### src/rtl/prio_pkg.sv
// Shared types and helpers for the registered N-channel priority encoder.
// Holds the state encoding, the code-width helper and the active-low code formatter.
package prio_pkg;

  localparam int MAX_W = 6;

  typedef enum logic {
    IDLE  = 1'b0,
    GRANT = 1'b1
  } state_t;

  function automatic int W_OF(input int n);
    return $clog2(n);
  endfunction

  function automatic logic [MAX_W-1:0] enc_n(input logic [MAX_W-1:0] idx);
    return ~idx;
  endfunction

endpackage

### src/rtl/prio_encoder_n_if.sv
// Request/grant bundle between the request sources, the encoder and its single consumer.
// Master drives requests, controls and ack; slave returns the active-low grant code and flags.
interface prio_encoder_n_if
  import prio_pkg::*;
#(
  parameter int N = 8
);
  localparam int W = W_OF(N);

  logic         ei_n;
  logic [N-1:0] din_n;
  logic [N-1:0] mask;
  logic         mode;
  logic         ack;
  logic [W-1:0] dout_n;
  logic         gs_n;
  logic         eo_n;

  modport master (
    output ei_n, din_n, mask, mode, ack,
    input  dout_n, gs_n, eo_n
  );

  modport slave (
    input  ei_n, din_n, mask, mode, ack,
    output dout_n, gs_n, eo_n
  );
endinterface

### src/rtl/prio_pick.sv
// Combinational rotate-search picker: highest-priority set bit, descending from ptr-1 mod N.
// Zero latency; no backpressure.
module prio_pick
  import prio_pkg::*;
#(
  parameter int N = 8
) (
  input  logic [N-1:0]         req,
  input  logic [W_OF(N)-1:0]   ptr,
  output logic                 hit,
  output logic [W_OF(N)-1:0]   idx
);
  localparam int W = W_OF(N);

  logic [W-1:0] j;

  // Walk from the lowest priority slot upwards so the nearest (k = 0) hit wins.
  always_comb begin
    hit = 1'b0;
    idx = '0;
    j   = '0;
    for (int k = N - 1; k >= 0; k--) begin
      j = ptr - W'(1) - W'(k);
      if (req[j]) begin
        hit = 1'b1;
        idx = j;
      end
    end
  end

endmodule

### src/rtl/prio_encoder_n.sv
// Registered N-channel priority encoder: latches request falling edges, grants one at a time.
// Latency: request->grant 2 edges, ack->next grant 1 edge; backpressure: grant frozen until ack.
module prio_encoder_n
  import prio_pkg::*;
#(
  parameter int N = 8
) (
  input  logic             clk,
  input  logic             rst,
  prio_encoder_n_if.slave  bus
);
  localparam int W = W_OF(N);

  logic [N-1:0] din_q;
  logic [N-1:0] pending;
  logic [N-1:0] rise;
  logic [N-1:0] acc_oh;
  logic [N-1:0] eligible;
  logic [W-1:0] ptr_q;
  logic [W-1:0] g_q;
  logic [W-1:0] g_d;
  logic [W-1:0] pick_ptr;
  logic [W-1:0] pick_idx;
  logic         pick_hit;
  logic         acc;
  logic         eo_q;
  logic         eo_d;
  state_t       state_q;
  state_t       state_d;

  assign rise     = din_q & ~bus.din_n;
  assign acc      = (state_q == GRANT) && bus.ack && !bus.ei_n;
  assign acc_oh   = acc ? (N'(1) << g_q) : '0;
  assign eligible = pending & ~bus.mask & ~acc_oh;
  // Back-to-back re-arbitration rotates from the grant being retired this edge.
  assign pick_ptr = bus.mode ? (acc ? g_q : ptr_q) : '0;

  prio_pick #(.N(N)) u_pick (
    .req (eligible),
    .ptr (pick_ptr),
    .hit (pick_hit),
    .idx (pick_idx)
  );

  always_ff @(posedge clk) begin
    if (rst) begin
      din_q   <= '1;
      pending <= '0;
      ptr_q   <= '0;
    end else begin
      din_q   <= bus.din_n;
      pending <= (pending & ~acc_oh) | rise;
      if (acc) ptr_q <= g_q;
    end
  end

  always_ff @(posedge clk) begin
    if (rst) begin
      state_q <= IDLE;
      g_q     <= '0;
      eo_q    <= 1'b1;
    end else begin
      state_q <= state_d;
      g_q     <= g_d;
      eo_q    <= eo_d;
    end
  end

  always_comb begin
    state_d = state_q;
    g_d     = g_q;
    if (bus.ei_n) begin
      state_d = IDLE;
    end else if (state_q == IDLE || bus.ack) begin
      if (pick_hit) begin
        state_d = GRANT;
        g_d     = pick_idx;
      end else begin
        state_d = IDLE;
      end
    end
    eo_d = !(!bus.ei_n && (eligible == '0) && (state_d != GRANT));
  end

  always_comb begin
    bus.gs_n   = (state_q != GRANT);
    bus.dout_n = (state_q == GRANT) ? W'(enc_n(MAX_W'(g_q))) : '1;
    bus.eo_n   = eo_q;
  end

endmodule

### src/flat_wrapper.sv
// flat-port wrapper written by rule: the top's interface ports become plain ports
module prio_encoder_n_flat import prio_pkg::*;
#(
  parameter int N = 8
)
  (clk, rst, bus_ei_n, bus_din_n, bus_mask, bus_mode, bus_ack, bus_dout_n, bus_gs_n, bus_eo_n);
  prio_encoder_n_if #(.N(N)) bus_i ();
  input  logic clk;
  input  logic rst;
  input wire logic [$bits(bus_i.ei_n)-1:0] bus_ei_n;
  input wire logic [$bits(bus_i.din_n)-1:0] bus_din_n;
  input wire logic [$bits(bus_i.mask)-1:0] bus_mask;
  input wire logic [$bits(bus_i.mode)-1:0] bus_mode;
  input wire logic [$bits(bus_i.ack)-1:0] bus_ack;
  output wire logic [$bits(bus_i.dout_n)-1:0] bus_dout_n;
  output wire logic [$bits(bus_i.gs_n)-1:0] bus_gs_n;
  output wire logic [$bits(bus_i.eo_n)-1:0] bus_eo_n;
  assign bus_i.ei_n = bus_ei_n;
  assign bus_i.din_n = bus_din_n;
  assign bus_i.mask = bus_mask;
  assign bus_i.mode = bus_mode;
  assign bus_i.ack = bus_ack;
  assign bus_dout_n = bus_i.dout_n;
  assign bus_gs_n = bus_i.gs_n;
  assign bus_eo_n = bus_i.eo_n;
  prio_encoder_n #(.N(N)) u_core (.clk(clk), .rst(rst), .bus(bus_i));
endmodule
### config.mk
export PLATFORM = sky130hd
export DESIGN_NAME = prio_encoder_n_flat
export DESIGN_NICKNAME = d
export VERILOG_FILES = /design/src/rtl/prio_pkg.sv /design/src/rtl/prio_encoder_n_if.sv /design/src/rtl/prio_pick.sv /design/src/rtl/prio_encoder_n.sv /design/src/flat_wrapper.sv
export SDC_FILE = /design/constraint.sdc
export NUM_CORES = 1
export LEC_CHECK = 0
export ABC_CLOCK_PERIOD_IN_PS = 4200
export CAP_MARGIN = 20
export CORE_ASPECT_RATIO = 1.4
export CORE_MARGIN = 4
export CORE_UTILIZATION = 50
export CTS_BUF_LIST = sky130_fd_sc_hd__clkbuf_2
export DETAILED_ROUTE_END_ITERATION = 10
export PLACE_DENSITY = 0.74
export SETUP_SLACK_MARGIN = 0.3
export SYNTH_ARGS = -nofsm -noshare
export SYNTH_HDL_FRONTEND = slang
export SYNTH_SLANG_ARGS = --single-unit
### constraint.sdc
create_clock -name clk -period 4.2 [get_ports clk]
set_input_delay 0.84 -clock clk [delete_from_list [all_inputs] [get_ports clk]]
set_output_delay 0.84 -clock clk [all_outputs]
set_load 0.05 [all_outputs]
==> impl_metrics.toml <==
[worst_hold_path]
hold_end = "u_core.pending[3]$_SDFF_PP0_"
hp-start = "u_core.din_q[3]$_SDFF_PP1_"
hp-class = "flip-flop to flip-flop"
holdPathStages = 2

[clocking]
htree_levels = 1
cts.sinks = 24
cts_hold_buf = 0
cts-root-buf = "clkbuf_2"
cts_buffers = 3
cts_repair_resize_count = 0
cts_tree = "done"
clk_pin_slew_ps = 240
cts_setup_buffers = 0
insertion_delay_ps = 340
clock_path_buffers = 2

[die]
ios = 26
die_y_um = 81.5
core.rowCount = 26
initial_core_util_pct = 52.6
die_x_um = 60.5
core_region_area_um2 = 3680
dieArea_um2 = 4940

[grt]
grt_pass1_vias = 1726
grt_pass1_wl_um = 7860
antenna_found_initial = 0
track_usage_pct = 20.7
grt_max_degree = 25
globalRouteOverflowTotal = 0

[worst_setup_path]
timing.rr.start = "u_core.state_q$_SDFF_PP0_"
end_kind = "flip-flop"
worstPathCellList = "clkdlybuf4s50_1 > and3b_1 > mux2i_1 > nand2b_1 > ha_2 > mux4_2 > mux2i_1 > o32ai_1 > a211oi_2 > mux2i_1 > a21oi_1"
path_common_cell = "mux2i_1"
timing.reg2reg.setup_slack_ps = 1010
crit_fanout = 7
critPathMaxStageDelay_ps = 570
cpMaxStageDelayCell = "mux4_2"
cp-start-kind = "input pin"
reg2regPathDepth = 10
worst_ep_arrival_time_ps = 3980
path_class = "input pin to flip-flop"
reg2reg_to = "u_core.g_q[0]$_SDFFE_PP0P_"
crit_required_ps = 4480

[detailed_routing]
drt_iter0_drc = 77
wl_met1_um = 1900
via_per_inst = 5.84
first_pass_iters = 4
dr_wl_met2_um = 2430
drc = 0
route.top_layer_used = "met4"
wire_per_inst_um = 15.7
ant_nets = 0
wl_met3_um = 149
vias = 1735
drt_wl_total_um = 4670

[synthesis]
synth_nets = 247
async_flop_share_pct = 0
ys_warn_count = 0
syn_inst = 224
synth_ff_type = "dfxtp_1"
synth_area_um2 = 1930
synth.distinct_cells = 50
synth-edff-count = 0
syn_avg_cell_area_um2 = 8.62
ys_seq_area_share_pct = 24.9
synth_seq_cells = 24

[placement]
gp_congestion = 0.933
port_buffers = 25
dpl_cell_area_um2 = 2270
dp_hpwl_um = 3540
dp_cells = 293

[sta]
rsz0062_at_grt = "false"
worstMarginPinSlew_ps = 641
fmax_ghz = 0.270
setup_tns_ps = 0
relSlewSlack_pct = 57.3
slew_viol_final = 0
fin_crit_sh_pct = 88.1
finalHoldViolations = 0
skew_ps = 22.2
finalSetupViolations = 0
layout_min_cycle_time_ps = 3700

[pwr]
power_uw = 567
ir_drop_mv = 0.264
leakage_nw = 0.877
power_density_nw_per_um2 = 242

[finish]
diodes = 0
nets = 279
syn2layout_area_growth_pct = 21.3
instances_no_fill = 297
final_cell_mix = "25 x clkdlybuf4s50_1, 24 x dfxtp_1, 23 x nand2_1"
layout-drive-gt1-share_pct = 20.4
utilization_pct = 63.8
final_area_um2 = 2340
final_common_cell = "clkdlybuf4s50_1"

[job]
cap_violations = 0

[run_status]
outcome = "complete, no violations"
registers in the layout, indices dropped and copies added, names as in the netlist:
signal	flops
u_core.pending	8
u_core.din_q	8
u_core.bus.eo_n	1
u_core.g_q	3
u_core.state_q	1
u_core.ptr_q	3
metrics by stage:
stage	worst slack, ps	hold WS, ps
finish	500	489
global route	295	527
detailed placement	23.7	447
CTS	448	498
global placement	46.2	436
floorplan	428	433
per-layer routing:
layer,GRT usage [%],vias up
met4,11.3,0
met5,0,-
met1,24.6,801
met3,2.67,14
met2,35.2,48
li1,-,872
logic make-up after synthesis:
family | count (synthesis) | synth area share [%]
AOI/OAI and AO/OA | 51 | 18.4
xor gates and xnor gates | 6 | 2.72
adders and majority gates | 2 | 1.30
buffers and inverters | 23 | 6.22
DFF | 24 | 24.9
muxes | 34 | 24.2
and+or+nand+nor | 84 | 22.3
worst max path at each step:
stage,startpoint,to,slack (ps),depth (start not counted)
2_1_floorplan,bus_ei_n,u_core.g_q[0]$_SDFFE_PP0P_,430,13
3_3_place_gp,bus_ack,u_core.g_q[0]$_SDFFE_PP0P_,50,11
3_5_place_dp,bus_ack,u_core.g_q[0]$_SDFFE_PP0P_,20,11
4_1_cts,bus_ack,u_core.g_q[0]$_SDFFE_PP0P_,450,11
5_1_grt,bus_ack,u_core.g_q[1]$_SDFFE_PP0P_,300,12
6_report,bus_ack,u_core.g_q[0]$_SDFFE_PP0P_,500,11
Yosys cell counts, drive strengths merged (5+ instances only):
cell,number,area share (%)
nor2b,12,3.9
nand2b,8,2.6
nand2,23,4.5
clkbuf,5,0.97
xnor2,5,2.3
nor2,19,3.7
mux4,8,9.3
inv,8,1.6
dfxtp,24,25
mux2,6,3.7
or2,8,2.6
a21oi,21,5.4
buf,10,3.7
o21ai,7,1.8
mux2i,20,11
layout make-up:
class,count,area [um^2]
Multi-Input combinational cell,177,1360
Inverter,8,30.0
Sequential cell,24,480
Clock buffer,3,15.0
Tap cell,42,52.6
Clock inverter,1,30.0
Timing Repair Buffer,42,378
Fill cell,318,1330
worst max-delay path, delay by kind of cell:
kind	cells	cell delay (ps)
buf+inv	1	500
compound gates	3	490
fa+ha+maj	1	460
simple gates	2	490
mux	4	1180
where the power goes:
group          total, mW  internal, mW  switching (mW)  leakage [nW]
clock network      0.152        0.0821          0.0696        0.0266
logic              0.158        0.0781          0.0796         0.651
registers          0.258         0.243          0.0147         0.199
Note: power is estimated with default switching activity, not from simulation.
